<file path="src/rtl/serial_alu_ctrl_pkg.sv">
// Shared constants for the bit-serial ALU sequencer: FSM states and opcode fields.
package serial_alu_ctrl_pkg;

  typedef enum logic [1:0] {
    IDLE = 2'd0,
    RUN  = 2'd1,
    DONE = 2'd2
  } state_e;

  localparam logic [1:0] OP_AND   = 2'b00;
  localparam logic [1:0] OP_OR    = 2'b01;
  localparam logic [1:0] OP_ADD   = 2'b10;
  localparam logic [1:0] OP_SLT   = 2'b11;
  localparam int         OP_INV_B = 2;

endpackage

</file>
<file path="src/rtl/serial_alu_ctrl_slice.sv">
// One-bit ALU slice: purely combinational AND/OR/ADD/SLT cell with optional B inversion.
module serial_alu_ctrl_slice
  import serial_alu_ctrl_pkg::*;
(
  input  logic       ai_i,
  input  logic       bi_i,
  input  logic       ci_i,
  input  logic       less_i,
  input  logic [2:0] op_i,
  output logic       ri_o,
  output logic       c_next_o
);

  logic bb, sum;

  assign bb       = bi_i ^ op_i[OP_INV_B];
  assign sum      = ai_i ^ bb ^ ci_i;
  assign c_next_o = (ai_i & bb) | (ai_i & ci_i) | (bb & ci_i);

  always_comb begin
    ri_o = 1'b0;
    unique case (op_i[1:0])
      OP_AND:  ri_o = ai_i & bb;
      OP_OR:   ri_o = ai_i | bb;
      OP_ADD:  ri_o = sum;
      OP_SLT:  ri_o = less_i;
      default: ri_o = 1'b0;
    endcase
  end

endmodule

</file>
<file path="src/rtl/serial_alu_ctrl.sv">
// Bit-serial ALU sequencer: one bit per clock, LSB first, through a single ALU slice.
// Optional zero/ovf flag ports are built when SERIAL_ALU_FLAGS_EN is defined.
module serial_alu_ctrl
  import serial_alu_ctrl_pkg::*;
#(
  parameter int WIDTH = 32
) (
  input  logic             clk,
  input  logic             rst,
  input  logic             in_valid,
  output logic             in_ready,
  input  logic [WIDTH-1:0] a,
  input  logic [WIDTH-1:0] b,
  input  logic [2:0]       alu_op,
  output logic             out_valid,
  input  logic             out_ready,
  output logic [WIDTH-1:0] result,
  output logic             cout
`ifdef SERIAL_ALU_FLAGS_EN
  ,
  output logic             zero,
  output logic             ovf
`endif
);

  localparam int             CW   = $clog2(WIDTH);
  localparam logic [CW-1:0]  LAST = CW'(WIDTH - 1);

  state_e           state_q;
  logic [WIDTH-1:0] a_sh_q, b_sh_q, res_q;
  logic [2:0]       op_q;
  logic             carry_q, cout_q;
  logic [CW-1:0]    cnt_q;

  logic             ri, c_next;
  logic [2:0]       slice_op;
  logic [WIDTH-1:0] res_d, res_fin_d;
  logic             is_slt, is_add;

  assign is_slt = (op_q[1:0] == OP_SLT);
  assign is_add = (op_q[1:0] == OP_ADD);
  // SLT runs the slice as a subtract so the sign of a-b emerges on the last bit.
  assign slice_op  = is_slt ? {1'b1, OP_ADD} : op_q;
  assign res_d     = {ri, res_q[WIDTH-1:1]};
  assign res_fin_d = is_slt ? {{(WIDTH-1){1'b0}}, ri} : res_d;

  serial_alu_ctrl_slice u_slice (
    .ai_i     (a_sh_q[0]),
    .bi_i     (b_sh_q[0]),
    .ci_i     (carry_q),
    .less_i   (1'b0),
    .op_i     (slice_op),
    .ri_o     (ri),
    .c_next_o (c_next)
  );

`ifdef SERIAL_ALU_FLAGS_EN
  logic zero_q, ovf_q;
  always_ff @(posedge clk) begin
    if (rst) begin
      zero_q <= 1'b0;
      ovf_q  <= 1'b0;
    end else if (state_q == RUN && cnt_q == LAST) begin
      zero_q <= (res_fin_d == '0);
      // carry_q here is the carry into the MSB.
      ovf_q  <= is_add & (carry_q ^ c_next);
    end
  end
  assign zero = zero_q;
  assign ovf  = ovf_q;
`endif

  always_ff @(posedge clk) begin
    if (rst) begin
      state_q <= IDLE;
      a_sh_q  <= '0;
      b_sh_q  <= '0;
      res_q   <= '0;
      op_q    <= '0;
      carry_q <= 1'b0;
      cout_q  <= 1'b0;
      cnt_q   <= '0;
    end else begin
      unique case (state_q)
        IDLE: if (in_valid) begin
          a_sh_q  <= a;
          b_sh_q  <= b;
          op_q    <= alu_op;
          carry_q <= alu_op[OP_INV_B];
          cnt_q   <= '0;
          res_q   <= '0;
          state_q <= RUN;
        end
        RUN: begin
          a_sh_q  <= a_sh_q >> 1;
          b_sh_q  <= b_sh_q >> 1;
          carry_q <= c_next;
          if (cnt_q == LAST) begin
            res_q   <= res_fin_d;
            cout_q  <= is_add & c_next;
            state_q <= DONE;
          end else begin
            res_q <= res_d;
            cnt_q <= cnt_q + 1'b1;
          end
        end
        DONE: if (out_ready) state_q <= IDLE;
        default: state_q <= IDLE;
      endcase
    end
  end

  assign in_ready  = (state_q == IDLE);
  assign out_valid = (state_q == DONE);
  assign result    = res_q;
  assign cout      = cout_q;

endmodule

</file>
<file path="config.mk">
export PLATFORM = sky130hd
export DESIGN_NAME = serial_alu_ctrl
export DESIGN_NICKNAME = d
export VERILOG_FILES = /design/src/rtl/serial_alu_ctrl_pkg.sv /design/src/rtl/serial_alu_ctrl_slice.sv /design/src/rtl/serial_alu_ctrl.sv
export SDC_FILE = /design/constraint.sdc
export NUM_CORES = 1
export LEC_CHECK = 0
export CAP_MARGIN = 15
export CORE_UTILIZATION = 35
export DETAILED_ROUTE_END_ITERATION = 7
export PLACE_DENSITY = 0.62
export SKIP_CTS_REPAIR_TIMING = 1
export SLEW_MARGIN = 20
export SYNTH_ARGS = -nofsm -noshare
export SYNTH_HDL_FRONTEND = slang
export SYNTH_SLANG_ARGS = --single-unit
</file>
<file path="constraint.sdc">
create_clock -name clk -period 2 [get_ports clk]
set_input_delay 0.4 -clock clk [delete_from_list [all_inputs] [get_ports clk]]
set_output_delay 0.4 -clock clk [all_outputs]
set_load 0.03 [all_outputs]
</file>
# --- After elaboration in Yosys (flattened, before gate mapping) ---
# Index checks and enable logic that the tools add are counted.
classes:
  n_addsub: 1
  mul: 0
  div_mod_pow: 0
  magnitude_cmp: 0
  eq_ne: 12
  shifts: 0
  n_mux: 19
  bitwise_logic: 10
  n_reduce_logical: 8
op_table:
  columns: ["cell", "n"]
  rows:
  - ["$pmux 32 s2", 3]
  - ["$mux 32", 5]
  - ["$eq 2x2->1 const B", 5]
  - ["$mux 5", 2]
  - ["$pmux 5 s2", 1]
  - ["$mux 2", 3]
  - ["$ne 2x2->1 const B", 3]
  - ["$pmux 2 s3", 1]
  - ["$reduce_and 2->1", 3]
  - ["$reduce_and 3->1", 2]
  - ["$add 5x1->5 const B", 1]
  - ["$eq 5x5->1 const B", 1]
  - ["$and 1x1->1", 4]
  - ["$eq 2x1->1 const B", 2]
  - ["$logic_not 2->1", 2]
  - ["$pmux 1 s4", 1]
  - ["$mux 3", 1]
  - ["$or 1x1->1", 3]
  - ["$xor 1x1->1", 3]
  - ["$ne 2x1->1 const B", 1]
  - ["$pmux 1 s2", 1]
  - ["$reduce_bool 2->1", 1]
  - ["$mux 1", 1]
word_totals:
  reg_bits: 108
  latchBits: 0
  mem_bits_rw: 0
  rom_bits: 0
  in_bits: 71
  out_inout_bits: 35
  elab_cells: 58
  n_memories: 0

# --- Depth between registers and ports, before layout ---
logic_depth:
  ltp_word: 9
  depth_mapped: 7
  ltp_nobuf: 7

# --- By module ---
# A second synthesis with hierarchy kept.
unflattened:
  hier_cells: 545
  area_unflattened_um2: 4509.3
by_module_without_submodules:
  columns: ["module", "n_inst", "cells_each", "area_each_um2"]
  rows:
  - ["serial_alu_ctrl", 1, 537, 4421.7]
  - ["serial_alu_ctrl_slice", 1, 8, 87.6]

# --- Worst setup path after synthesis ---
# No wires, ideal clock.
synth_timing:
  path_type: "register to register"
  start: "register cnt_q[0]"
  end: "register cnt_q[3]"
  setup_time_ns: 0.121
  arrival_ns: 1.853
  required_ns: 1.879
  setup_slack_ns: 0.026
  stages_incl_launch_ff: 8
  path_buffers: 1
  cell_sequence: "dfxtp_1 > ha_1 > and3_1 > ha_1 > or3b_1 > clkbuf_1 > a21oi_2 > mux2_2"
synth_via:
  elab_chain_cells: 3
  word_cells_on_any_way: 6
  cone_classes: "add/sub (1); eq/ne (2); mux (2); reduce/logical (1)"
synth_rtl:
  columns: ["element", "line", "rtl"]
  rows:
  - ["from (decl)", "serial_alu_ctrl.sv:33", "logic [CW-1:0] cnt_q;"]
  - ["from (signal assigned)", "serial_alu_ctrl.sv:104", "cnt_q <= cnt_q + 1'b1;"]
  - ["$add 5x1->5 / $eq 5x5->1 (equally long branches)", "serial_alu_ctrl.sv:104, serial_alu_ctrl.sv:98", null]
  - ["$mux 5 / $ne 2x2->1 (equally long branches)", null, null]
  - ["$pmux 5 s2 / $reduce_and 3->1 (equally long branches)", null, null]
# Several ways; a longest one is shown, not always the timed one. The select of a mux whose other input is x is not followed.
# A chain may end at the register's enable or synchronous reset.

# --- Worst setup path in the final report ---
layout_timing:
  start: "register state_q[1]"
  end: "output port in_ready"
layout_via:
  elab_chain_cells: 1
layout_rtl:
  columns: ["element", "line", "rtl"]
  rows:
  - ["from (decl)", "serial_alu_ctrl.sv:29", "state_e state_q;"]
  - ["from (signal assigned)", "serial_alu_ctrl.sv:75", "state_q <= IDLE;"]
  - ["from (signal assigned)", "serial_alu_ctrl.sv:92", "state_q <= RUN;"]
  - ["from (signal assigned)", "serial_alu_ctrl.sv:101", "state_q <= DONE;"]
  - ["$logic_not 2->1", "serial_alu_ctrl.sv:113", "assign in_ready = (state_q == IDLE);"]
  - ["to (decl)", "serial_alu_ctrl.sv:11", "output logic in_ready,"]
# Every way passes these cells.

==> results.yml <==
critical_path:
  data_arrival_at_the_endpoint_of_the_critical_path_ns: 1.52
  slowest_stage: "sky130_fd_sc_hd__clkdlybuf4s50_1"
  critical_path_buf_inv_count: 1
  wp_data_required_ns: 1.60
  crit_family: "buffers and inverters"
  worstSetupPathType: "reg -> out"
  worstSetupStartpointType: "register"
  worstPathCellList: "nor2_1 -> clkdlybuf4s50_1"
  crit_path_max_incr_delay_ns: 0.67
  worst-path-max-fanout: 7
  critical_path.endpoint_type: "primary output"
synthesis:
  post_synth_instance_area_sq_um: 4960
  ys.flop_type: "sky130_fd_sc_hd__dfxtp_1"
  synth-seq-area-share_pct: 43.6
  synth_enable_flop_cells: 0
  synthMostInstantiatedCell: "sky130_fd_sc_hd__nand2_1"
  syn_avg_cell_area_sq_um: 9.11
  synth_top_area_share_pct: 43.6
  syn-num-nets: 621
  synth_async_sr_flop_share_pct: 0
  synth_top_cells_by_count: "sky130_fd_sc_hd__nand2_1, sky130_fd_sc_hd__dfxtp_1, sky130_fd_sc_hd__nor2_1"
  synthesis.instances: 545
  ys_seq_elements: 108
  synth_top_cells_by_area: "sky130_fd_sc_hd__dfxtp_1, sky130_fd_sc_hd__a311oi_2, sky130_fd_sc_hd__nand2_1"
  synth_top_cell_by_area: "sky130_fd_sc_hd__dfxtp_1"
  synthDistinctLibCells: 41
  ys.warnings.count: 0
route:
  wl_per_cell_microns: 14.9
  route.antenna.remaining_nets: 0
  drtIter0Drc: 299
  wirelength_microns: 12100
  dr_total_vias: 4183
  firstDrtPassIters: 5
  vias_per_cell: 5.16
  route.detailed.drc: 0
global_routing:
  track_usage_pct: 17.2
  sum_of_overflow_across_all_layers_after_global_routing: 0
  grt_pass1_wl_microns: 20000
  number_of_antenna_violations_at_the_first_check_in_global_routing: 0
  vias_in_the_first_global_route: 4051
  grt_max_degree: 69
power:
  leakage_nw: 2.35
  irDropWorstVdd_mv: 0.562
  totalPowerFinal_mw: 5.03
  power_density_nw_per_um2: 775
final_layout:
  layout.core_utilization_pct: 46.8
  area_growth_pct: 30.8
  final_nets: 702
  multiInputGateArea_sq_um: 2490
  sequential_cell_area_sq_um: 2160
  final_layout_size_suffix_gt1_share_pct: 17.0
  design_area_sq_um: 6490
  antenna_cells_inserted: 0
  nFillCells: 1303
die:
  coreArea_sq_um: 13900
  floorplan.die.width_microns: 121
  die_height_microns: 121
  num_rows: 43
  floorplan.initialDensity_pct: 35.7
  die_area_sq_um: 14700
  io-pin-count: 106
sta:
  finalSetupViolations: 0
  report.final.hold_viol_count: 0
  timing.max_slew.rel_slack_pct: 74.0
  period_share_pct: 95.8
  final_period_minus_worst_setup_slack_ns: 1.92
  max_freq_ghz: 0.522
  worst_clock_skew_ns: 0.00811
  final-max-slew-violation-count: 0
  worst_slew_pin_slew_ns: 0.389
  grt_setup_unrepaired: "no"
  setup-tns-final_ns: 0
clocking:
  clock_buffers_created_by_tritoncts: 9
  cts.reportedPaths.clkPinSlew_ns: 0.08
  clockBufferDepth: 2
  clk_latency_ns: 0.36
  cts-root-buf: "sky130_fd_sc_hd__clkbuf_16"
  h_tree_lvls: 3
  numClockSinks: 108
  tritoncts: "done"
place:
  postPlaceCellArea_sq_um: 6180
  portBuffers: 105
  post-dp-hpwl_microns: 7710
  globalplace.congestion: 0.790
flow_run:
  drv_cap: 0
status:
  run_status: "complete, no violations"
hold_path:
  hold_path_class: "in -> reg"
-- cell type report --
class                           instances  area share, %
Sequential cell                       108           33.3
Timing Repair Buffer                  124           19.9
Multi-Input combinational cell        380           38.4
Clock buffer                            9           3.47
Inverter                                3          0.173
Clock inverter                          7           1.29
Tap cell                              180           3.47
-- per-stage QoR --
step / hold slack, ns / cells / setup WS [ns]
final: 0.437 / 811 / 0.0845
after global routing: 0.443 / 811 / 0.00832
after CTS: 0.431 / 811 / -0.132
after detailed placement: 0.468 / 795 / 0.0215
after global placement: 0.441 / 795 / 0.0689
after floorplan: 0.436 / 545 / 0.0264
-- final timing paths --
kind                            slack, ns  cells past startpoint               startpoint                 endpoint
worst max-delay path                 0.08                      2  state_q[1]$_SDFFE_PP0P_                 in_ready
worst min-delay path                 0.44                      2                      rst  result[14]$_SDFFE_PP0P_
worst max register to register       0.09                      6    cnt_q[0]$_SDFFE_PP0P_    cnt_q[3]$_SDFFE_PP0P_
worst min register to register       0.47                      2  b_sh_q[13]$_SDFFE_PP0P_  b_sh_q[12]$_SDFFE_PP0P_
-- logic make-up (layout without fill, tap and decap cells) --
kind of cell	after synthesis	count (layout)	synth area share (%)
AO/OA/AOI/OAI	113	113	26.4
XOR/XNOR	2	2	0.353
adder cells (fa/ha/maj)	5	5	1.41
buffers and inverters	57	143	6.71
flip-flops	108	108	43.6
multiplexers	1	1	0.227
AND/OR/NAND/NOR	259	259	21.3
-- placed cells by master (no fill, tap or decap), drive strengths merged, types with 2 or more instances in the layout --
cell           instances
nand2                137
dfxtp                108
clkdlybuf4s50        103
nor2                  95
a311oi                62
a32oi                 30
buf                   20
a21oi                 13
clkbuf                 9
nand3                  8
inv                    6
ha                     4
nor2b                  3
xnor2                  2
or3b                   2
nor3                   2
nand3b                 2
a31oi                  2
clkinv                 2
nor3b                  2
or2                    2
-- per-layer routing --
layer / global-route usage [%] / vias up / part of all wire [%]
met4: 3.78 / 0 / 0.66
met3: 6.63 / 5 / 7.0
met1: 23.2 / 1987 / 47
met5: 0 / - / 0
met2: 25.7 / 107 / 45
li1: - / 2084 / -
-- report_power, final --
part           switching, mW  internal (mW)
combinational          0.438          0.379
clock                  0.865          0.994
sequential            0.0709           2.28
-- state kept, by name, indices dropped and copies added, names as in the netlist --
| signal | cells |
|---|---|
| a_sh_q | 32 |
| b_sh_q | 32 |
| result | 32 |
| cnt_q | 5 |
| op_q | 3 |
| state_q | 2 |
| carry_q | 1 |
| cout | 1 |
(Power assumes the default switching activity.)
